[src/rtl/bloco_pkg.sv]
// bloco_pkg: select, write-source and ALU op codes shared by the operative block.
package bloco_pkg;
  localparam logic [1:0] SEL_X = 2'd0;
  localparam logic [1:0] SEL_H = 2'd1;
  localparam logic [1:0] SEL_S = 2'd2;
  localparam logic [1:0] SEL_K = 2'd3;
  localparam logic [1:0] WR_ALU = 2'd0;
  localparam logic [1:0] WR_IN = 2'd1;
  localparam logic [1:0] WR_SHR = 2'd2;
  localparam logic [1:0] WR_ZERO = 2'd3;
  localparam logic OP_ADD = 1'b0;
  localparam logic OP_MUL = 1'b1;
endpackage

[src/rtl/alu_unit.sv]
// alu_unit: combinational add/multiply with overflow flag.
// SAT_EN defined: an overflowing result saturates to all ones instead of wrapping.
module alu_unit
  import bloco_pkg::*;
#(
  parameter int WIDTH = 16
) (
  input  logic [WIDTH-1:0] a,
  input  logic [WIDTH-1:0] b,
  input  logic             op,
  output logic [WIDTH-1:0] y,
  output logic             ovf
);
  logic [WIDTH:0] sum;
  logic [2*WIDTH-1:0] prod;
  logic [WIDTH-1:0] trunc;
  always_comb begin
    sum = {1'b0, a} + {1'b0, b};
    prod = {{WIDTH{1'b0}}, a} * {{WIDTH{1'b0}}, b};
    trunc = (op == OP_MUL) ? prod[WIDTH-1:0] : sum[WIDTH-1:0];
    ovf = (op == OP_MUL) ? |prod[2*WIDTH-1:WIDTH] : sum[WIDTH];
`ifdef SAT_EN
    y = ovf ? {WIDTH{1'b1}} : trunc;
`else
    y = trunc;
`endif
  end
endmodule

[src/rtl/bloco_operativo.sv]
// bloco_operativo: X/H/S datapath with one ALU and a 1-entry handshaked result buffer.
// SAT_EN (in alu_unit) selects saturating instead of wrapping ALU results.
module bloco_operativo
  import bloco_pkg::*;
#(
  parameter int WIDTH = 16,
  parameter int C0 = 1,
  parameter int C1 = 0
) (
  input  logic             clock,
  input  logic             reset,
  input  logic [WIDTH-1:0] x_in,
  input  logic             ld_x,
  input  logic             ld_h,
  input  logic             ld_s,
  input  logic             h,
  input  logic [1:0]       m0,
  input  logic [1:0]       m1,
  input  logic [1:0]       m2,
  input  logic             capture,
  output logic [WIDTH-1:0] res_data,
  output logic             res_valid,
  input  logic             res_ready,
  output logic             buf_full,
  output logic             ovf,
  output logic             overrun
);
  localparam logic [WIDTH-1:0] K0 = WIDTH'(C0);
  localparam logic [WIDTH-1:0] K1 = WIDTH'(C1);
  logic [WIDTH-1:0] x_q, x_d, h_q, h_d, s_q, s_d, res_data_q, res_data_d;
  logic [WIDTH-1:0] op_a, op_b, alu_y, wr_src;
  logic res_valid_q, res_valid_d, ovf_q, ovf_d, overrun_q, overrun_d;
  logic alu_ovf, push;
  alu_unit #(.WIDTH(WIDTH)) u_alu (
    .a  (op_a),
    .b  (op_b),
    .op (h),
    .y  (alu_y),
    .ovf(alu_ovf)
  );
  always_comb begin
    op_a = (m0 == SEL_X) ? x_q : (m0 == SEL_H) ? h_q : (m0 == SEL_S) ? s_q : K0;
    op_b = (m1 == SEL_X) ? x_q : (m1 == SEL_H) ? h_q : (m1 == SEL_S) ? s_q : K1;
    wr_src = (m2 == WR_ALU) ? alu_y : (m2 == WR_IN) ? x_in :
             (m2 == WR_SHR) ? (alu_y >> 1) : '0;
    x_d = ld_x ? x_in : x_q;
    h_d = ld_h ? wr_src : h_q;
    s_d = ld_s ? wr_src : s_q;
    ovf_d = ovf_q | ((ld_h | ld_s) & (m2 == WR_ALU | m2 == WR_SHR) & alu_ovf);
    // a capture is accepted when the slot is empty or being drained this same edge
    push = capture & (~res_valid_q | res_ready);
    res_data_d = push ? s_q : res_data_q;
    res_valid_d = push | (res_valid_q & ~res_ready);
    overrun_d = overrun_q | (capture & res_valid_q & ~res_ready);
  end
  always_ff @(posedge clock) begin
    if (reset) begin
      x_q <= '0;
      h_q <= '0;
      s_q <= '0;
      res_data_q <= '0;
      res_valid_q <= 1'b0;
      ovf_q <= 1'b0;
      overrun_q <= 1'b0;
    end else begin
      x_q <= x_d;
      h_q <= h_d;
      s_q <= s_d;
      res_data_q <= res_data_d;
      res_valid_q <= res_valid_d;
      ovf_q <= ovf_d;
      overrun_q <= overrun_d;
    end
  end
  assign res_data = res_data_q;
  assign res_valid = res_valid_q;
  assign buf_full = res_valid_q & ~res_ready;
  assign ovf = ovf_q;
  assign overrun = overrun_q;
endmodule

[config.mk]
export PLATFORM = sky130hd
export DESIGN_NAME = bloco_operativo
export DESIGN_NICKNAME = d
export VERILOG_FILES = /design/src/rtl/bloco_pkg.sv /design/src/rtl/alu_unit.sv /design/src/rtl/bloco_operativo.sv
export SDC_FILE = /design/constraint.sdc
export NUM_CORES = 1
export LEC_CHECK = 0
export CORE_MARGIN = 2
export CORE_UTILIZATION = 50
export CTS_CLUSTER_DIAMETER = 50
export DETAILED_ROUTE_END_ITERATION = 12
export PLACE_DENSITY = 0.66
export SLEW_MARGIN = 5
export SYNTH_ARGS = -nofsm -noshare
export SYNTH_HDL_FRONTEND = slang
export SYNTH_SLANG_ARGS = --single-unit
[constraint.sdc]
create_clock -name clock -period 11.1 [get_ports clock]
set_input_delay 1.11 -clock clock [delete_from_list [all_inputs] [get_ports clock]]
set_output_delay 1.11 -clock clock [all_outputs]
set_load 0.01 [all_outputs]
==> run metrics, run 1 <==
Die Span Y 164 um; # setup viols final 0; Mapped Cells 1565; first-pass GRT wire length 60.5 mm; syn_nets 1910; EDFF count, synth 0; post-CTS sizing 0; Peak Freq 107 MHz; VDD IR max 0.0000710 V; Worst R2R Start s_q[6]$_SDFFE_PP0P_; reg2reg setup slack 3.39 ns; routed wire length 37.7 mm; combinational share of power 0.378; Worst-path clk slew 0.07 ns; slack of the critical path 1.72 ns; dpl ws 1.56 ns; vias in the first global route 11300; post-CTS setup buffers 0; crit end category flip-flop; Final nets 1911; ant diodes 0; Async S/R FF share, synth 0; Clk pwr share 0.326; final antenna-violating net count 0; FF-to-FF End ovf$_SDFF_PP0_; Die X 164 um; cell area after synthesis 12800 um2; data arrival time of the worst path 9.60 ns; P_int 550 uW; max-slew violation count 0; simple-gate portion of the synthesized area 0.176; largest net degree at the start of global routing 71; warnings from Yosys 0; root buf cell clkbuf_16; gr ovfl total 0; I/O Pins 50; Pwr Density 65.3 nW/um2; Worst-Margin Slew 1.12 ns; cell count after placement 1885; Yosys cell types 72; WS Path Type in -> reg; TritonRoute pass-1 iters 6; register bit total from synthesis 67; Max-Slew Margin vs Limit 0.250; GRT Util Overall 0.293; share of layout cells above drive strength 1 0.0299; initial antenna violation count 0; via count 11100; CP Launch Point m0[1]; starting density of the core 0.508; sw power 351 uW; setup tns final 0 ns; number of core rows 58; period utilisation layout 0.845; Hold Path Class reg -> reg; Seq pwr share 0.296; dominant synthesized flop cell dfxtp_1; post-synthesis sequential area ratio 0.105; CTS buffer count 9; Worst Setup EP ovf$_SDFF_PP0_; Final Non-Filler Cells 1901; DRC violations left 0; core area 25100 um2; Avg Cell Area, Syn 8.16 um2; Wirelength per Cell 19.8 um; outcome complete, no violations; min cycle time layout 9.38 ns; hold_buf cts 0; H-tree depth 3; sw frac 0.389; RePlAce Congestion 0.951; Synth Area in Compound Gates 0.131; main combinational cell family by area after synthesis adder cells; Fin. Hold Viols 0; Reg2Reg Depth 22; leakage power figure 6.03 nW; Clk Latency, worst-skew pair 0.33 ns; crit start category primary input; Crit Path Max Fanout 12; Max clock buf depth 2; area share of fa/ha/maj cells after synthesis 0.423; maxcap violations 0; Via density 5.82; skew final 0.00907 ns; Post-Synth XOR/XNOR Area 0.0165; Area Growth Syn to Fin 8.03%; HPWL Detailed 30.7 mm; WP data required 11.31 ns; mux share of post-synthesis cell area 0.0536; RSZ-0062 raised after global routing no; CTS sink count 67; Initial DRC Count 961; IO Port Bufs 49; CTS tree done; DIE AREA 26800 um2
-- kinds of logic (layout without fill, tap and decap cells) --
group	Yosys count	after routing
AO/OA/AOI/OAI	246	246
XOR/XNOR	24	24
adder cells (fa/ha/maj)	315	315
buffers and inverters	319	325
AND/OR/NAND/NOR	526	526
flip-flops	67	67
multiplexers	68	68
-- layout make-up --
class / instances / area [um2]
clock buffer: 9 / 225
multi-input combinational: 1179 / 10200
sequential: 67 / 1340
clock inverter: 7 / 76.3
timing repair buffer: 62 / 583
inverter: 247 / 927
fill: 2431 / 11300
tap: 330 / 413
-- layout by cell type (no fill, tap or decap), drive strengths merged, types with 9 or more instances in the layout --
cell,instances
o21ai,43
nand2,248
o21a,35
inv,226
a211oi,20
nand4,9
xnor2,13
o211ai,10
fa,195
a21oi,58
clkbuf,9
nor2,175
and2,14
dfxtp,67
or3,10
o22ai,11
buf,14
mux2i,65
clkinv,25
xor2,11
nand2b,17
a21o,16
nand3,15
clkdlybuf4s50,48
ha,120
-- metrics by stage --
stage	power (mW)	utilization	hold WS (ns)	instance area [um2]
global placement	0.604	0.537	0.442	13500
global route	0.946	0.549	0.476	13800
detailed placement	0.605	0.537	0.449	13500
floorplan	0.494	-	0.450	12800
finish	0.901	0.549	0.454	13800
CTS	0.899	0.549	0.457	13800
-- flip-flops by register name (all words and copies together) (netlist names) --
signal     flops
h_q           16
overrun        1
ovf            1
res_data      16
res_valid      1
s_q           16
x_q           16
-- how the worst min path moves through the flow --
stage | start | end | slack [ns] | depth (start not counted)
2_1_floorplan | h_q[15]$_SDFFE_PP0P_ | h_q[15]$_SDFFE_PP0P_ | 0.45 | 2
3_3_place_gp | res_data[0]$_SDFFE_PP0P_ | res_data[0]$_SDFFE_PP0P_ | 0.44 | 2
3_5_place_dp | res_data[11]$_SDFFE_PP0P_ | res_data[11]$_SDFFE_PP0P_ | 0.45 | 2
4_1_cts | res_data[9]$_SDFFE_PP0P_ | res_data[9]$_SDFFE_PP0P_ | 0.46 | 2
5_1_grt | res_data[11]$_SDFFE_PP0P_ | res_data[11]$_SDFFE_PP0P_ | 0.48 | 2
6_report | res_data[7]$_SDFFE_PP0P_ | res_data[7]$_SDFFE_PP0P_ | 0.45 | 2
-- synth_stat cells, types with 4 or more instances --
library cell / number / area (um2)
a211oi_1: 20 / 150
a21o_1: 16 / 120
a21oi_1: 58 / 290
a31oi_1: 7 / 43.8
and2_1: 13 / 81.3
and3_1: 5 / 31.3
buf_1: 10 / 37.5
buf_2: 5 / 25.0
clkbuf_1: 57 / 214
clkinv_1: 22 / 82.6
dfxtp_1: 67 / 1340
fa_1: 195 / 3900
ha_1: 120 / 1500
inv_1: 225 / 845
mux2i_1: 65 / 651
nand2_1: 248 / 931
nand2b_1: 17 / 106
nand3_1: 15 / 75.1
nand4_1: 9 / 56.3
nor2_1: 175 / 657
nor2b_1: 7 / 43.8
nor3_1: 4 / 20.0
nor4_1: 5 / 31.3
o211ai_1: 9 / 67.6
o21a_1: 35 / 263
o21ai_0: 36 / 180
o21ai_1: 5 / 25.0
o21bai_1: 5 / 37.5
o22ai_1: 11 / 68.8
o32ai_1: 5 / 43.8
or3_1: 9 / 56.3
xnor2_1: 13 / 114
xor2_1: 11 / 96.3
-- power groups by stage --
stage	clock network [mW]	logic, mW	registers, mW
6_report	0.294	0.341	0.266
5_1_grt	0.305	0.373	0.268
4_1_cts	0.295	0.338	0.266
3_5_place_dp	0	0.334	0.271
3_3_place_gp	0	0.333	0.271
2_1_floorplan	0	0.226	0.268
-- critical path, cell delays in order --
cell and delay, ns:
clkdlybuf4s50_1 0.69, nor2b_1 0.61, buf_4 0.28, nand2_1 0.07, o21a_1 0.23, inv_1 0.47, ha_1 0.44, fa_1 0.51
inv_1 0.10, fa_1 0.45, fa_1 0.46, fa_1 0.54, fa_1 0.45, fa_1 0.50, inv_1 0.04, ha_1 0.37
and2_0 0.26, o2bb2ai_1 0.19, or2_1 0.26, nor4_2 0.39, o311ai_1 0.18, xor2_1 0.16, or4_1 0.41, nor4_1 0.29
a31oi_1 0.12
-- metal layers --
| layer | share of wire | up-vias | track usage |
|---|---|---|---|
| met1 | 0.40 | 5423 | 0.372 |
| met5 | 0 | - | 0 |
| met2 | 0.48 | 474 | 0.493 |
| li1 | - | 5061 | - |
| met3 | 0.074 | 113 | 0.0545 |
| met4 | 0.044 | 0 | 0.116 |
Note: power is estimated with default switching activity, not from simulation.
==> inputs of run 2 (changes only) <==
==> constraint.sdc (replaced) <==
create_clock -name clock -period 9.6 [get_ports clock]
set_input_delay 0.96 -clock clock [delete_from_list [all_inputs] [get_ports clock]]
set_output_delay 0.96 -clock clock [all_outputs]
set_load 0.01 [all_outputs]
==> run metrics, run 2 (same netlist as run 1, synthesis figures left out) <==
DIE AREA 26800 um2 (unchanged); first-pass GRT wire length 61.0 mm (+0.81%); HPWL Detailed 31.0 mm (+0.89%); Pwr Density 73.6 nW/um2 (+13%); Final Core Density 0.556 (+0.00623); CTS sink count 67 (unchanged); Worst R2R Start s_q[7]$_SDFFE_PP0P_; # setup viols final 0 (unchanged); GRT Util Overall 0.295 (+0.00248); sw frac 0.399 (+0.00973); most frequent cells in the layout nand2_1 (248), inv_1 (225), fa_1 (195); root buf cell clkbuf_16; Max-Slew Margin vs Limit 0.257 (+0.00717); Die X 164 um (unchanged); Final nets 1934 (+1.2%); gr ovfl total 0 (unchanged); Worst-Margin Slew 1.11 ns (-0.0119 ns); CP delay by family, top adder cells; post-CTS sizing 0 (unchanged); Peak Freq 115 MHz; worst hold start res_data[14]$_SDFFE_PP0P_; CP Launch Point m1[1]; RePlAce Congestion 0.949 (-0.14%); Hold Path Class reg -> reg; starting density of the core 0.508 (unchanged); Seq pwr share 0.299 (+0.003); VDD IR max 0.000107 V (+51%); Crit Path Max Fanout 12 (unchanged); Area Growth Syn to Fin 9.25%; crit end category flip-flop; FF-to-FF End ovf$_SDFF_PP0_; TritonRoute pass-1 iters 5 (-1); data arrival time of the worst path 8.92 ns (-0.68 ns); crit-path cells clkdlybuf4s50_1, buf_12, mux2i_1, o21a_1, clkinv_1, ha_1, fa_1, inv_1, fa_1, fa_1, fa_1, fa_1, fa_1, inv_1, ha_1, nand4_1, a311oi_4, nor4_2, o311ai_1, xor2_1, or4_1, nor4_1, a31oi_1; Worst-path clk slew 0.07 ns (about the same); min cycle time layout 8.71 ns; via count 11200 (+0.97%); skew final 0.0129 ns (+0.00378 ns); slack of the critical path 0.892 ns (-0.825 ns); worst hold stages 2 (unchanged); share of layout cells above drive strength 1 0.0433 (+0.0134); Fill cells 2429 (-0.082%); routed wire length 38.3 mm (+1.7%); WS Path Type in -> reg; post-CTS setup buffers 0 (unchanged); maxcap violations 0 (unchanged); ant diodes 0 (unchanged); Min Hold Slack 0.452 ns (-0.00206 ns); hold_buf cts 0 (unchanged); Clk pwr share 0.304 (-0.022); leakage power figure 6.13 nW (+1.7%); DRC violations left 0 (unchanged); WP data required 9.82 ns (-1.49 ns); IO Port Bufs 49 (unchanged); max-slew violation count 0 (unchanged); initial antenna violation count 0 (unchanged); CTS buffer count 9 (unchanged); Clk Latency, worst-skew pair 0.33 ns (about the same); H-tree depth 3 (unchanged); Reg2Reg Depth 21 (-4.5%); P_int 617 uW (+12%); largest net degree at the start of global routing 71 (unchanged); Buf/Inv on CP 5 (unchanged); Wirelength per Cell 19.9 um (+0.49%); period utilisation layout 0.907; I/O Pins 50 (unchanged); Crit path top cell by count fa_1; reg2reg setup slack 2.18 ns (-1.21 ns); hold endpoint res_data[14]$_SDFFE_PP0P_; outcome complete, no violations; vias in the first global route 11200 (-0.20%); Max clock buf depth 2 (unchanged); core area 25100 um2 (unchanged); combinational share of power 0.396 (+0.018); crit start category primary input; Initial DRC Count 879 (-8.5%); setup tns final 0 ns (unchanged); commonest non-fill, non-tap cell in the layout nand2_1; Die Span Y 164 um (unchanged); final antenna-violating net count 0 (unchanged); number of core rows 58 (unchanged); CTS tree done; Crit path largest cell delay 0.72 ns (+0.03 ns); RSZ-0062 raised after global routing no; sw power 409 uW (+17%); Slowest-stage cell, CP clkdlybuf4s50_1; dpl ws 0.663 ns (-0.897 ns); Fin. Hold Viols 0 (unchanged); Final Power 1.03 mW (+14%); Via density 5.81 (-0.24%)
[run 2: cell types whose count changed in the layout (fill, tap and decap cells not counted), sizes merged]
cell    delta
bufinv     -1
inv        +1
buf       +23
[run 2: final cells by class]
cell class	count	area, um2	share of cell area
Clock buffer	9	225	0.0161
Inverter	247	927	0.0665
Sequential cell	67	1340	0.0962
Multi-Input combinational cell	1179	10200	0.733
Clock inverter	7	51.3	0.00368
Tap cell	330	413	0.0296
Timing Repair Buffer	85	768	0.0551
[run 2: power by group through the flow]
stage	logic, mW	registers (mW)	clock network, mW
after CTS	0.403	0.307	0.315
after global routing	0.444	0.309	0.326
after detailed placement	0.398	0.313	0
final	0.407	0.307	0.312
after floorplan	0.262	0.310	0
after global placement	0.397	0.313	0
[run 2: how the worst max path moves through the flow]
stage,to,cells after the start
final,ovf$_SDFF_PP0_,23
after global routing,ovf$_SDFF_PP0_,23
after CTS,ovf$_SDFF_PP0_,23
after detailed placement,ovf$_SDFF_PP0_,24
after global placement,ovf$_SDFF_PP0_,23
after floorplan,ovf$_SDFF_PP0_,28
[run 2: per-stage QoR]
step                      area [um2]  cells
after floorplan                12800   1565
after global placement         13700   1908
after detailed placement       13700   1908
after CTS                      13900   1924
after global routing           13900   1924
final                          13900   1924
[run 2: layer usage]
layer  global-route usage  up-vias  part of all wire
li1                     -     5097                 -
met1                0.387     5546              0.41
met2                0.505      442              0.49
met3               0.0270       93             0.061
met4                0.117        0             0.043
met5                    0        -                 0
[run 2: worst register-to-register path: stages, from the launching register on]
cell	delay, ns
dfxtp_1	0.34
mux2i_1	0.14
o21a_1	0.54
clkinv_1	0.23
ha_1	0.37
fa_1	0.53
inv_1	0.07
fa_1	0.49
fa_1	0.57
fa_1	0.43
fa_1	0.46
fa_1	0.51
inv_1	0.05
ha_1	0.39
nand4_1	0.27
a311oi_4	0.48
nor4_2	0.15
o311ai_1	0.36
xor2_1	0.11
or4_1	0.43
nor4_1	0.28
a31oi_1	0.11
==> inputs of run 3 (changes only) <==
--- a/config.mk
+++ b/config.mk
@@ -5,6 +5,7 @@
 export SDC_FILE = /design/constraint.sdc
 export NUM_CORES = 1
 export LEC_CHECK = 0
+export CAP_MARGIN = 20
 export CORE_MARGIN = 2
 export CORE_UTILIZATION = 50
 export CTS_CLUSTER_DIAMETER = 50
==> run metrics, run 3 (same netlist as run 1, synthesis figures left out) <==
outcome complete, no violations; core area 25100 um2 (unchanged); Final Power 1.03 mW (+0.22%); H-tree depth 3 (unchanged); RSZ-0062 raised after global routing no; ant diodes 0 (unchanged); Fill cells 2428 (-0.041%); Crit path largest cell delay 0.72 ns (about the same); DRT met1 WL 15.5 mm (-0.80%); skew final 0.0118 ns (-0.00101 ns); DRC violations left 0 (unchanged); DR WL met3 2.48 mm (+6.4%); Clk Latency, worst-skew pair 0.33 ns (about the same); Crit Path Max Fanout 12 (unchanged); Worst R2R Start s_q[7]$_SDFFE_PP0P_; CTS tree done; starting density of the core 0.508 (unchanged); Die X 164 um (unchanged); share of layout cells above drive strength 1 0.0439 (+0.000600); TritonRoute pass-1 iters 5 (unchanged); vias in the first global route 11200 (unchanged); initial antenna violation count 0 (unchanged); reg2reg setup slack 2.12 ns (-0.06 ns); period utilisation layout 0.912 (+0.00539); Initial DRC Count 892 (+1.5%); uppermost layer routed met4; routed wire length 38.3 mm (+0.12%); VDD IR max 0.000108 V (+0.95%); Slowest-stage cell, CP clkdlybuf4s50_1; Final nets 1935 (+0.052%); Peak Freq 114 MHz (-0.59%); RePlAce Congestion 0.949 (unchanged); FF-to-FF End ovf$_SDFF_PP0_; WS Path Type in -> reg; I/O Pins 50 (unchanged); via count 11200 (-0.25%); WL met2 18.7 mm (+0.37%); crit start category primary input; Hold Path Class reg -> reg; hold_buf cts 0 (unchanged); Area Growth Syn to Fin 9.31% (about the same); root buf cell clkbuf_16; leakage power figure 6.13 nW (about the same); Pwr Density 73.7 nW/um2 (+0.16%); first-pass GRT wire length 61.0 mm (unchanged); Crit. path cell count 23 (unchanged); HPWL Detailed 31.0 mm (unchanged); DIE AREA 26800 um2 (unchanged); Buf/Inv on CP 5 (unchanged); setup tns final 0 ns (unchanged); Worst-Margin Slew 1.10 ns (-0.0101 ns); max-slew violation count 0 (unchanged); commonest non-fill, non-tap cell in the layout nand2_1; number of core rows 58 (unchanged); WP data required 9.82 ns (about the same); # setup viols final 0 (unchanged); crit-path cells clkdlybuf4s50_1, buf_12, mux2i_1, o21a_1, clkinv_1, ha_1, fa_1, inv_1, fa_1, fa_1, fa_1, fa_1, fa_1, inv_1, ha_1, nand4_1, a311oi_4, nor4_2, o311ai_1, xor2_1, or4_1, nor4_1, a31oi_1; largest net degree at the start of global routing 71 (unchanged); Worst Setup EP ovf$_SDFF_PP0_; data arrival time of the worst path 8.98 ns (+0.06 ns); gr ovfl total 0 (unchanged); Die Span Y 164 um (unchanged); Max clock buf depth 2 (unchanged); Reg2Reg Depth 21 (unchanged); post-CTS sizing 0 (unchanged); CTS sink count 67 (unchanged); CP delay by family, top adder cells; GRT Util Overall 0.295 (unchanged); maxcap violations 0 (unchanged); post-CTS setup buffers 0 (unchanged); final antenna-violating net count 0 (unchanged); worst hold stages 2 (unchanged); Crit path top cell by count fa_1; IO Port Bufs 49 (unchanged); Worst-path clk slew 0.07 ns (about the same); min cycle time layout 8.76 ns (+0.0518 ns); CTS buffer count 9 (unchanged); Max-Slew Margin vs Limit 0.264 (+0.00674); CP Launch Point m1[1]; most frequent cells in the layout nand2_1 (248), inv_1 (225), fa_1 (195); Wirelength per Cell 19.9 um (about the same); Via density 5.79 (-0.30%); crit end category flip-flop; Fin. Hold Viols 0 (unchanged)
[run 3: changes by cell type in the layout (fill, tap and decap cells not counted)]
cell	previous run	this run
buf_4	35	36
[run 3: metal layers]
| layer | GRT usage | up-vias |
|---|---|---|
| met4 | 0.117 | 0 |
| met5 | 0 | - |
| met2 | 0.505 | 455 |
| li1 | - | 5096 |
| met1 | 0.387 | 5513 |
| met3 | 0.0270 | 86 |
[run 3: power breakdown]
| part | internal [mW] | switching (mW) | total, mW | leakage (nW) |
|---|---|---|---|---|
| Sequential | 0.294 | 0.0137 | 0.307 | 0.549 |
| Clock | 0.176 | 0.137 | 0.314 | 0.132 |
| Combinational | 0.148 | 0.260 | 0.408 | 5.45 |
| Total | 0.617 | 0.411 | 1.03 | 6.13 |
[run 3: layout make-up]
type | instances | area, um2 | share of cell area
multi-input combinational | 1179 | 10200 | 0.732
sequential | 67 | 1340 | 0.0961
inverter | 247 | 927 | 0.0664
timing repair buffer | 86 | 776 | 0.0556
tap | 330 | 413 | 0.0296
clock buffer | 9 | 225 | 0.0161
clock inverter | 7 | 51.3 | 0.00368
[run 3: how the worst min path moves through the flow]
stage,slack (ns),to,from
floorplan,0.45,h_q[15]$_SDFFE_PP0P_,h_q[15]$_SDFFE_PP0P_
global placement,0.44,res_data[0]$_SDFFE_PP0P_,res_data[0]$_SDFFE_PP0P_
detailed placement,0.45,res_data[14]$_SDFFE_PP0P_,res_data[14]$_SDFFE_PP0P_
CTS,0.46,res_data[14]$_SDFFE_PP0P_,res_data[14]$_SDFFE_PP0P_
global route,0.47,res_data[3]$_SDFFE_PP0P_,res_data[3]$_SDFFE_PP0P_
finish,0.45,res_data[14]$_SDFFE_PP0P_,res_data[14]$_SDFFE_PP0P_
[run 3: stage by stage]
stage | instance area (um2) | std cells | util | setup WS (ns) | hold slack (ns)
after CTS | 13900 | 1924 | 0.556 | 0.992 | 0.456
after detailed placement | 13700 | 1908 | 0.544 | 0.663 | 0.447
final | 14000 | 1925 | 0.556 | 0.841 | 0.452
after global placement | 13700 | 1908 | 0.544 | 0.700 | 0.444
after floorplan | 12800 | 1565 | - | 1.62 | 0.450
after global routing | 14000 | 1925 | 0.556 | 0.621 | 0.466
[run 3: tightest hold or removal path, delay by kind of cell (launching register included)]
family	cells	cell delay [ns]
flops	1	0.31
simple gates	1	0.05
compound gates	1	0.05
